**config.mk**
```make
export PLATFORM = sky130hd
export DESIGN_NAME = fs_accel_wfetch_flat
export DESIGN_NICKNAME = d
export VERILOG_FILES = /design/src/rtl/fs_accel_wfetch_if.sv /design/src/rtl/fs_accel_wfetch.sv /design/src/flat_wrapper.sv
export SDC_FILE = /design/constraint.sdc
export NUM_CORES = 1
export LEC_CHECK = 0
export CORE_MARGIN = 3
export CORE_UTILIZATION = 60
export DETAILED_ROUTE_END_ITERATION = 16
export GPL_TIMING_DRIVEN = 0
export PLACE_DENSITY = 0.91
export SYNTH_ARGS = -nofsm -noshare
export SYNTH_HDL_FRONTEND = slang
export SYNTH_SLANG_ARGS = --single-unit
```
**constraint.sdc**
```tcl
create_clock -name clk -period 4.9 [get_ports clk]
set_clock_uncertainty 0.1 [all_clocks]
set_input_delay 0.98 -clock clk [delete_from_list [all_inputs] [get_ports clk]]
set_output_delay 0.98 -clock clk [all_outputs]
set_load 0.05 [all_outputs]
```
**src/rtl/fs_accel_wfetch_if.sv**
```systemverilog
// fs_accel_wfetch_if
//   Bundles the two streams of the weight fetch stage:
//     - word stream: packed 32-bit weight words, from memory/DMA into the block
//     - row stream : 3-byte kernel rows, from the block to the weight row register
//
//   Handshake rule, shared by both streams: a transfer happens on a rising
//   clock edge where valid and ready are both high. A source never withdraws
//   valid or changes its payload until that transfer has happened. A sink may
//   raise or lower ready on any cycle.
//
//   Modports:
//     slave  : the fetch block. It sinks words and sources rows.
//     master : the environment. It sources words and sinks rows.
//
//   Signals:
//     in_data    [31:0] packed weight word; byte 0 = bits[7:0] is the first weight
//     in_valid          in_data is valid
//     in_ready          block accepts in_data this cycle
//     wrow_0..2  [7:0]  row bytes, wrow_0 = lowest address
//     wrow_valid        row outputs hold a valid row
//     wrow_ready        downstream takes the row this cycle
//     wreg_enb          wrow_valid & wrow_ready; the row register's capture enable
//     wrow_last         current row is the last row of a kernel
interface fs_accel_wfetch_if;
  logic [31:0] in_data;
  logic        in_valid;
  logic        in_ready;
  logic [7:0]  wrow_0;
  logic [7:0]  wrow_1;
  logic [7:0]  wrow_2;
  logic        wrow_valid;
  logic        wrow_ready;
  logic        wreg_enb;
  logic        wrow_last;

  modport slave (
    input  in_data, in_valid, wrow_ready,
    output in_ready, wrow_0, wrow_1, wrow_2, wrow_valid, wreg_enb, wrow_last
  );

  modport master (
    output in_data, in_valid, wrow_ready,
    input  in_ready, wrow_0, wrow_1, wrow_2, wrow_valid, wreg_enb, wrow_last
  );
endinterface

```
**src/rtl/fs_accel_wfetch.sv**
```systemverilog
// fs_accel_wfetch
//   Weight fetch/unpack stage. It sits directly upstream of the 3-byte weight
//   row register. Packed 32-bit words are split into bytes in an 8-entry byte
//   buffer. The bytes are regrouped into 3-byte kernel rows, and each row is
//   presented with the enable pulse the row register needs to capture it.
//   Every kernel starts on a word boundary. Pad bytes at the end of a kernel's
//   last word are dropped.
//
//   Parameters:
//     KROWS      kernel rows per kernel (1..8)
//
//   Ports:
//     clk        rising-edge clock
//     reset      synchronous, active-high reset; aborts any fetch in progress
//     start      one-cycle pulse; honoured only in IDLE
//     n_kern     number of kernels to fetch; sampled on start
//     bus        word-in / row-out streams (see fs_accel_wfetch_if)
//     busy       high in RUN and DRAIN
//     done       one-cycle pulse when the fetch completes
//     state_dbg  current FSM state (0 IDLE, 1 RUN, 2 DRAIN)
module fs_accel_wfetch #(
  parameter int KROWS = 3
) (
  input  logic                    clk,
  input  logic                    reset,
  input  logic                    start,
  input  logic [15:0]             n_kern,
  fs_accel_wfetch_if.slave        bus,
  output logic                    busy,
  output logic                    done,
  output logic [1:0]              state_dbg
);

  // Words per kernel. Each kernel begins word-aligned.
  localparam int WPK = (3 * KROWS + 3) / 4;

  typedef enum logic [1:0] {
    S_IDLE  = 2'd0,
    S_RUN   = 2'd1,
    S_DRAIN = 2'd2
  } state_t;

  state_t      state_q, state_n;

  logic [7:0]  bbuf_q [8];
  logic [7:0]  bbuf_n [8];
  logic [3:0]  bcnt_q, bcnt_n;
  logic [3:0]  word_cnt_q;
  logic [2:0]  row_cnt_q;
  logic [15:0] kern_cnt_q;
  logic [15:0] n_kern_q;

  logic [7:0]  wrow0_q, wrow1_q, wrow2_q;
  logic        wrow_valid_q;
  logic        wrow_last_q;
  logic        done_q;

  logic        in_ready_c;
  logic        word_acc;
  logic        row_take;
  logic        row_load;
  logic        kern_end;
  logic        last_kern;
  logic        start_go;
  logic        start_zero;
  logic [3:0]  base;

  // Datapath qualifiers. All of them use registered state, so in_ready does
  // not depend on in_valid in the same cycle.
  assign word_acc   = bus.in_valid && in_ready_c;
  assign row_take   = wrow_valid_q && bus.wrow_ready;
  assign row_load   = (state_q == S_RUN) && (bcnt_q >= 4'd3) &&
                      (!wrow_valid_q || bus.wrow_ready);
  assign kern_end   = row_load && (row_cnt_q == 3'(KROWS - 1));
  assign last_kern  = ((kern_cnt_q + 16'd1) == n_kern_q);
  assign start_go   = (state_q == S_IDLE) && start && (n_kern != 16'd0);
  assign start_zero = (state_q == S_IDLE) && start && (n_kern == 16'd0);

  // FSM: state register
  always_ff @(posedge clk) begin
    if (reset) state_q <= S_IDLE;
    else       state_q <= state_n;
  end

  // FSM: next-state logic
  always_comb begin
    state_n = state_q;
    case (state_q)
      S_IDLE:  if (start_go) state_n = S_RUN;
      S_RUN:   if (kern_end && last_kern) state_n = S_DRAIN;
      S_DRAIN: if (row_take) state_n = S_IDLE;
      default: state_n = S_IDLE;
    endcase
  end

  // FSM: outputs
  always_comb begin
    in_ready_c = (state_q == S_RUN) && (word_cnt_q < 4'(WPK)) && (bcnt_q <= 4'd4);
    busy       = (state_q == S_RUN) || (state_q == S_DRAIN);
    state_dbg  = state_q;
  end

  // Byte buffer next value. A row load shifts the buffer down by 3 first, so
  // a word accepted in the same cycle lands at bcnt-3. Accepts only happen
  // with bcnt <= 4, so base+3 never passes index 7. At kernel end
  // word_cnt==WPK, which blocks any accept, so clearing the buffer there
  // cannot drop fresh data.
  always_comb begin
    bbuf_n = bbuf_q;
    base   = bcnt_q;
    if (row_load) begin
      for (int i = 0; i < 5; i++) bbuf_n[i] = bbuf_q[i+3];
      for (int i = 5; i < 8; i++) bbuf_n[i] = 8'h00;
      base = bcnt_q - 4'd3;
    end
    if (word_acc) begin
      for (int j = 0; j < 4; j++) bbuf_n[base[2:0] + 3'(j)] = bus.in_data[8*j +: 8];
    end
    bcnt_n = base + (word_acc ? 4'd4 : 4'd0);
    if (kern_end || start_go) begin
      for (int i = 0; i < 8; i++) bbuf_n[i] = 8'h00;
      bcnt_n = 4'd0;
    end
  end

  // Buffer, counters and latched kernel count
  always_ff @(posedge clk) begin
    if (reset) begin
      for (int i = 0; i < 8; i++) bbuf_q[i] <= 8'h00;
      bcnt_q     <= 4'd0;
      word_cnt_q <= 4'd0;
      row_cnt_q  <= 3'd0;
      kern_cnt_q <= 16'd0;
      n_kern_q   <= 16'd0;
    end else begin
      bbuf_q <= bbuf_n;
      bcnt_q <= bcnt_n;
      if (start_go) begin
        n_kern_q   <= n_kern;
        word_cnt_q <= 4'd0;
        row_cnt_q  <= 3'd0;
        kern_cnt_q <= 16'd0;
      end else if (kern_end) begin
        word_cnt_q <= 4'd0;
        row_cnt_q  <= 3'd0;
        kern_cnt_q <= kern_cnt_q + 16'd1;
      end else begin
        if (word_acc) word_cnt_q <= word_cnt_q + 4'd1;
        if (row_load) row_cnt_q  <= row_cnt_q + 3'd1;
      end
    end
  end

  // Row output slot. The data bytes keep their value after a take. The
  // downstream register qualifies them with wreg_enb.
  always_ff @(posedge clk) begin
    if (reset) begin
      wrow0_q      <= 8'h00;
      wrow1_q      <= 8'h00;
      wrow2_q      <= 8'h00;
      wrow_valid_q <= 1'b0;
      wrow_last_q  <= 1'b0;
      done_q       <= 1'b0;
    end else begin
      if (row_load) begin
        wrow0_q      <= bbuf_q[0];
        wrow1_q      <= bbuf_q[1];
        wrow2_q      <= bbuf_q[2];
        wrow_valid_q <= 1'b1;
        wrow_last_q  <= kern_end;
      end else if (row_take) begin
        wrow_valid_q <= 1'b0;
      end
      done_q <= start_zero || ((state_q == S_DRAIN) && row_take);
    end
  end

  assign bus.in_ready   = in_ready_c;
  assign bus.wrow_0     = wrow0_q;
  assign bus.wrow_1     = wrow1_q;
  assign bus.wrow_2     = wrow2_q;
  assign bus.wrow_valid = wrow_valid_q;
  assign bus.wrow_last  = wrow_last_q;
  assign bus.wreg_enb   = row_take;
  assign done           = done_q;

endmodule

```
**src/flat_wrapper.sv**
```systemverilog
// flat-port wrapper written by rule: the top's interface ports become plain ports
module fs_accel_wfetch_flat 
#(
  parameter int KROWS = 3
)
  (clk, reset, start, n_kern, busy, done, state_dbg, bus_in_data, bus_in_valid, bus_wrow_ready, bus_in_ready, bus_wrow_0, bus_wrow_1, bus_wrow_2, bus_wrow_valid, bus_wreg_enb, bus_wrow_last);
  fs_accel_wfetch_if bus_i ();
  input  logic clk;
  input  logic reset;
  input  logic start;
  input  logic [15:0] n_kern;
  output logic busy;
  output logic done;
  output logic [1:0] state_dbg;
  input wire logic [$bits(bus_i.in_data)-1:0] bus_in_data;
  input wire logic [$bits(bus_i.in_valid)-1:0] bus_in_valid;
  input wire logic [$bits(bus_i.wrow_ready)-1:0] bus_wrow_ready;
  output wire logic [$bits(bus_i.in_ready)-1:0] bus_in_ready;
  output wire logic [$bits(bus_i.wrow_0)-1:0] bus_wrow_0;
  output wire logic [$bits(bus_i.wrow_1)-1:0] bus_wrow_1;
  output wire logic [$bits(bus_i.wrow_2)-1:0] bus_wrow_2;
  output wire logic [$bits(bus_i.wrow_valid)-1:0] bus_wrow_valid;
  output wire logic [$bits(bus_i.wreg_enb)-1:0] bus_wreg_enb;
  output wire logic [$bits(bus_i.wrow_last)-1:0] bus_wrow_last;
  assign bus_i.in_data = bus_in_data;
  assign bus_i.in_valid = bus_in_valid;
  assign bus_i.wrow_ready = bus_wrow_ready;
  assign bus_in_ready = bus_i.in_ready;
  assign bus_wrow_0 = bus_i.wrow_0;
  assign bus_wrow_1 = bus_i.wrow_1;
  assign bus_wrow_2 = bus_i.wrow_2;
  assign bus_wrow_valid = bus_i.wrow_valid;
  assign bus_wreg_enb = bus_i.wreg_enb;
  assign bus_wrow_last = bus_i.wrow_last;
  fs_accel_wfetch #(.KROWS(KROWS)) u_core (.clk(clk), .reset(reset), .start(start), .n_kern(n_kern), .bus(bus_i), .busy(busy), .done(done), .state_dbg(state_dbg));
endmodule
```
* Word-level counts from Yosys, hierarchy flattened
Index checks and enable logic that the tools add are counted.
Storage, ports and cells: word-level logic and storage cells 101, bits of input ports 53, flip-flop bits (word level) 136, output and inout bits 32
Operators by class: reduce and logical (&&, ||, !) cells 29, eq/ne operators 7, bitwise gates (word level) 4, $add $sub $neg 8, magnitude comparators 11, multiplexer cells 22
Operators by type and width (number):
- bitwise mux 64 bit | 4
- two-way mux 64 bit | 2
- demux 8 bit (select 3 bit) | 4
- two-way mux 8 bit | 4
- adder 16 x 1 -> 16 bit (second input constant) | 1
- == test 16 bit | 1
- >= comparator 4 bit (second input constant) | 4
- logical AND 1 bit | 16
- zero test 16 bit | 1
- less-than comparator 4 x 1 -> 1 bit (second input constant) | 4
- NOT 3 -> 4 bit | 4
- nonzero test 16 bit | 1
- adder 3 x 1 -> 3 bit (second input constant) | 2
- adder 3 x 2 -> 3 bit (second input constant) | 2
- two-way mux 2 bit | 3
- inequality test 2 x 1 -> 1 bit (second input constant) | 3
- case mux 2 bit (3 select lines) | 1
- adder 4 x 1 -> 4 bit (second input constant) | 1
- adder 4 bit | 1
- >= comparator 4 x 2 -> 1 bit (second input constant) | 1
- <= comparator 4 x 3 -> 1 bit (second input constant) | 1
- logical OR 1 bit | 4
- less-than comparator 4 x 2 -> 1 bit (second input constant) | 1
- two-way mux 4 bit | 1
- 12 further kinds | 14

* Depth between registers and ports, before layout
word-level depth 14, gate-level depth with buffers 16, depth with buffers taken out 14

* Worst setup path before layout
Ideal clock, no wire load.
kind input-to-reg, start point input port bus_wrow_ready, end point register u_core.bbuf_q[46] in the netlist's numbering, stages on the path 14, buffers on the path 3, data required time 4673 ps, setup slack 1391 ps, library setup time 127 ps, arrival 3282 ps, path through nor2b_1 > buf_6 > o31ai_4 > nand2_1 > ha_1 > nor2b_1 > o32ai_1 > o311a_2 > and3_1 > buf_4 > buf_6 > a221oi_1 > a2111o_1 > o2bb2ai_1
Between the ends: longest elaborated chain between the ends 13, elaborated cells between the ends (all ways) 39, those cells by class 3 x add/sub; 8 x order compare; 15 x mux; 4 x bitwise; 9 x reduce/logical
Ends and longest elaborated chain:
- start: declaration | line flat_wrapper.sv:17 | input wire logic [$bits(bus_i.wrow_ready)-1:0] bus_wrow_ready;
- logical OR 1 bit * | line fs_accel_wfetch.sv:73 | (!wrow_valid_q || bus.wrow_ready);
- logical AND 1 bit * | line fs_accel_wfetch.sv:72 | assign row_load = (state_q == S_RUN) && (bcnt_q >= 4'd3) &&
- two-way mux 4 bit | line fs_accel_wfetch.sv:111 | if (row_load) begin
- adder 3 x 1 -> 3 bit / NOT 3 -> 4 bit (equally long branches) | line fs_accel_wfetch.sv:117 | for (int j = 0; j < 4; j++) bbuf_n[base[2:0] + 3'(j)] = bus.in_data[8*j +: 8];
- NOT 3 -> 4 bit (implied by the code) (tied with other cells) | line fs_accel_wfetch.sv:117
- >= comparator 4 bit (implied by the code) (tied with other cells) | line fs_accel_wfetch.sv:117
- logical AND 1 bit (implied by the code) / two-way mux 8 bit (equally long branches) | line fs_accel_wfetch.sv:117
- two-way mux 8 bit (implied by the code) / demux 8 bit (select 3 bit) (equally long branches) | line fs_accel_wfetch.sv:117
- demux 8 bit (select 3 bit) / bitwise mux 64 bit (equally long branches) | line fs_accel_wfetch.sv:117
- bitwise mux 64 bit (3 in series) | line fs_accel_wfetch.sv:117
- two-way mux 64 bit | line fs_accel_wfetch.sv:116 | if (word_acc) begin
- end signal: assignment | line fs_accel_wfetch.sv:136 | bbuf_q <= bbuf_n;
- end: declaration | line fs_accel_wfetch.sv:45 | logic [7:0] bbuf_q [8];
Every way passes the cells marked *; elsewhere a longest branch is shown, timed or not. A chain may end at the register's enable or synchronous reset.

* Worst setup path in the final report
start point input port bus_wrow_ready, end point register u_core.bbuf_q[38] in the netlist's numbering
The elaborated chain is that of the path after synthesis.

==> metrics.md <==
| Metric | Value |
|---|---|
| Cells after Synth | between 1000 and 1500 |
| Logic depth of the worst register-to-register path | 15 |
| Post-synth EDFFs | 0 |
| Portion of the clock cycle consumed by the worst path in the final layout | 0.928 |
| Most frequent cells in the layout | sky130_fd_sc_hd__nand2_1, sky130_fd_sc_hd__dfxtp_1, sky130_fd_sc_hd__nor2_1, sky130_fd_sc_hd__a21oi_1, sky130_fd_sc_hd__clkdlybuf4s50_1 |
| Maximum number of pins on one net before global-route repair | 17 |
| F_max | around 220 MHz |
| Number of inserted diodes | 0 |
| Remaining routing DRC violations | 0 |
| Final critical-path required period | 4.55 ns |
| Required time worst endpoint | just over 5 ns |
| Post-synthesis instance area | slightly above 9000 sq um |
| Number of global-route vias before repair | about 9600 |
| Total Routed Length | between 30 and 40 mm |
| Number of clock buffers inserted by TritonCTS | 17 |
| Run status | complete, but fails checks |
| CTS tree | done |
| Fillers | approximately 1200 |
| Element type at the critical path start | input port |
| Slew margin rel. | -0.0300 |
| Clock buffer depth | 2 |
| Pins over their slew limit | 9 |
| Cell row count | 44 |
| Number of non-filler instances in the completed layout | 1414 |
| IO Count | between 80 and 90 |
| Routed vias/inst | approximately 7.3 |
| Sequential area share after synthesis | 0.301 |
| Height of the die | about 130 microns |
| Worst hold path class | reg -> reg |
| Arrival time reported for the critical path endpoint | 4.74 ns |
| Yosys warnings | 0 |
| Violated checks | max-capacitance violations, max-slew violations |
| Summed negative setup slack over all endpoints | 0 ns |
| Class of the most critical setup path | in -> reg |
| Critical path endpoint category | flop |
| TritonCTS Sinks | between 100 and 150 |
| Most used flip-flop cell after synthesis | sky130_fd_sc_hd__dfxtp_1 |
| Root Driver | sky130_fd_sc_hd__clkbuf_16 |
| Instance count after placement with tap cells included | 1383 |
| HPWL Detailed | roughly 27 mm |
| Skew-Pair Late Insertion Delay | between 0.4 and 0.5 ns |
| Power density over cell area | between 300 and 400 nW/um^2 |
| Vias after detailed routing | between 10000 and 15000 |
| Power Internal | between 2 and 2.5 mW |
| Hold Path Origin | u_core.bus.wrow_0[0] |
| End point of the most critical hold path | u_core.bus.wrow_0[0] |
| Wire length of the first global-routing pass | ~57 mm |
| RePlAce Congestion | between 1 and 1.5 |
| Clock group share of total power | 0.407 |
| Internal reg-to-reg setup slack | approximately 0.60 ns |
| Final number of hold-violating endpoints | 0 |
| Static leakage | around 3.7 nW |
| Clock-pin transition on the worst setup and hold timing paths | roughly 0.06 ns |
| Overflow left after global routing | 0 |
| Number of setup violations in the final report | 0 |
| Worst slew pin tran | roughly 1.5 ns |
| Number of antenna violations at the first check in global routing | 1 |
| Post-synthesis sequential element count | roughly 140 |
| Initial standard-cell utilization of the core | 0.619 |
| First-iteration detailed-routing DRC count | between 2000 and 2500 |
| Core area | around 15000 sq um |
| Switching Share | 0.331 |
| Port Buffers | 66 |
| Most common library cell in the layout ignoring fill and taps | sky130_fd_sc_hd__nand2_1 |
| Synth async-reset ratio | 0 |
| Mapped Nets | 1198 |
| Power dissipated by switching net loads | ~1.1 mW |
| Max rail drop VDD | about 0.00022 V |
| First-pass detailed-route iteration total | 7 |
| Horizontal die dimension | 129 microns |
| Critical Path Fanout Max | 10 |
| Die Footprint | roughly 17000 sq um |
| Antenna-violating nets left | 0 |
| Relative contribution of sequential cells to total power | 0.349 |
| Post-CTS setup repair buffer count | 0 |
| Worst Hold Path Cells | 2 |
| Depth of the CTS H-tree | 4 |
| Crit Reg-Reg Startpoint | u_core.bcnt_q[1] |
| Fraction of final layout cells with drive strength greater than 1 | 0.120 |
| Global routing usage summed across all routing layers | 0.450 |
| Post-CTS sizing | 0 |
| Layout overhead on the synthesized area | 16.6% |
| CTS hold repair buffers | 0 |
| Count of maximum capacitance violations | 1 |
| Wire per inst | roughly 27 microns |
| Setup repair after global routing missed its margin | false |
| Final Net Count | around 1300 |
| Combinational share of power | 0.245 |
| Worst r2r dst | u_core.bbuf_q[38] |
| Number of distinct standard cells referenced by the synthesized netlist | 83 |
| Syn avg cell area | roughly 8 sq um |
[cell type report]
class / count / area [sq um] / area share
tap: 184 / 230 / 0.0218
sequential: 136 / 2720 / 0.258
timing repair buffer: 66 / 661 / 0.0625
clock buffer: 22 / 474 / 0.0449
multi-input combinational: 870 / 5700 / 0.540
inverter: 13 / 48.8 / 0.00462
buffer: 114 / 584 / 0.0553
clock inverter: 9 / 139 / 0.0131
[how the worst max path moves through the flow]
stage                   startpoint                end  slack [ns]  cells past startpoint
floorplan           bus_wrow_ready  u_core.bbuf_q[46]        1.39                     14
global placement    bus_wrow_ready  u_core.bbuf_q[38]        0.14                     15
detailed placement  bus_wrow_ready  u_core.bbuf_q[38]         0.1                     15
CTS                 bus_wrow_ready  u_core.bbuf_q[38]        0.53                     15
global route        bus_wrow_ready  u_core.bbuf_q[38]        0.26                     15
finish              bus_wrow_ready  u_core.bbuf_q[38]        0.35                     15
[state kept, by name, indices dropped and copies added (netlist names)]
| signal | cells |
|---|---|
| u_core.kern_cnt_q | 16 |
| u_core.bcnt_q | 4 |
| u_core.row_cnt_q | 3 |
| u_core.state_dbg | 2 |
| u_core.bus.wrow_last | 1 |
| u_core.bus.wrow_valid | 1 |
| u_core.n_kern_q | 16 |
| u_core.bus.wrow_2 | 8 |
| u_core.word_cnt_q | 4 |
| u_core.bbuf_q | 64 |
| u_core.done | 1 |
| u_core.bus.wrow_0 | 8 |
| u_core.bus.wrow_1 | 8 |
[power by group through the flow]
stage | clock network, mW | registers [mW] | logic (mW)
after floorplan | 0 | 1.20 | 0.522
after detailed placement | 0 | 1.20 | 0.782
after global placement | 0 | 1.20 | 0.775
after CTS | 1.36 | 1.17 | 0.788
after global routing | 1.41 | 1.18 | 0.863
final | 1.37 | 1.18 | 0.826
[metrics by stage]
stage | area, sq um | hold slack [ns] | power (mW) | setup slack [ns] | utilization
2_1_floorplan | 9060 | 0.331 | 1.72 | 1.39 | -
3_3_place_gp | 9950 | 0.341 | 1.97 | 0.138 | 0.680
3_5_place_dp | 9950 | 0.347 | 1.98 | 0.0982 | 0.680
4_1_cts | 10600 | 0.355 | 3.32 | 0.532 | 0.721
5_1_grt | 10600 | 0.367 | 3.45 | 0.257 | 0.721
6_report | 10600 | 0.352 | 3.38 | 0.353 | 0.721
[kinds of logic after synthesis]
family,synth area share
buf+inv,0.0699
flops,0.301
xor+xnor,0.0369
compound gates,0.306
simple gates,0.213
fa+ha+maj,0.0166
mux,0.0573
[routing by layer]
metal | track usage | routed length [microns]
met1 | 0.585 | 14100
met2 | 0.650 | 15600
met3 | 0.181 | 5770
met4 | 0.218 | 2380
met5 | 0 | 13
[cell usage after synthesis, types with 16 or more instances]
master / instances / area [sq um]
sky130_fd_sc_hd__a211oi_1: 36 / 270
sky130_fd_sc_hd__a21oi_1: 80 / 400
sky130_fd_sc_hd__a221oi_1: 47 / 412
sky130_fd_sc_hd__and3_1: 27 / 169
sky130_fd_sc_hd__buf_2: 40 / 200
sky130_fd_sc_hd__clkbuf_1: 47 / 176
sky130_fd_sc_hd__dfxtp_1: 136 / 2720
sky130_fd_sc_hd__mux2i_1: 41 / 410
sky130_fd_sc_hd__nand2_1: 172 / 646
sky130_fd_sc_hd__nor2_1: 102 / 383
sky130_fd_sc_hd__o211ai_1: 18 / 135
sky130_fd_sc_hd__o21ai_0: 32 / 160
sky130_fd_sc_hd__o221ai_1: 17 / 149
sky130_fd_sc_hd__o22ai_1: 22 / 138
sky130_fd_sc_hd__o311a_1: 16 / 160
sky130_fd_sc_hd__xnor2_1: 20 / 175
[worst max-delay path, stage by stage]
cell and delay [ns]:
sky130_fd_sc_hd__clkdlybuf4s50_1 0.49, sky130_fd_sc_hd__nor2b_1 0.06, sky130_fd_sc_hd__buf_6 0.15, sky130_fd_sc_hd__o31ai_4 0.44
sky130_fd_sc_hd__nand2_1 0.12, sky130_fd_sc_hd__ha_1 0.24, sky130_fd_sc_hd__nor2b_1 0.15, sky130_fd_sc_hd__o32ai_1 0.11
sky130_fd_sc_hd__o311a_2 0.42, sky130_fd_sc_hd__and3_1 0.27, sky130_fd_sc_hd__clkbuf_1 0.50, sky130_fd_sc_hd__buf_2 0.36
sky130_fd_sc_hd__a221oi_1 0.08, sky130_fd_sc_hd__a211oi_1 0.22, sky130_fd_sc_hd__o22ai_1 0.12
Power figures use the tool's default switching activity.
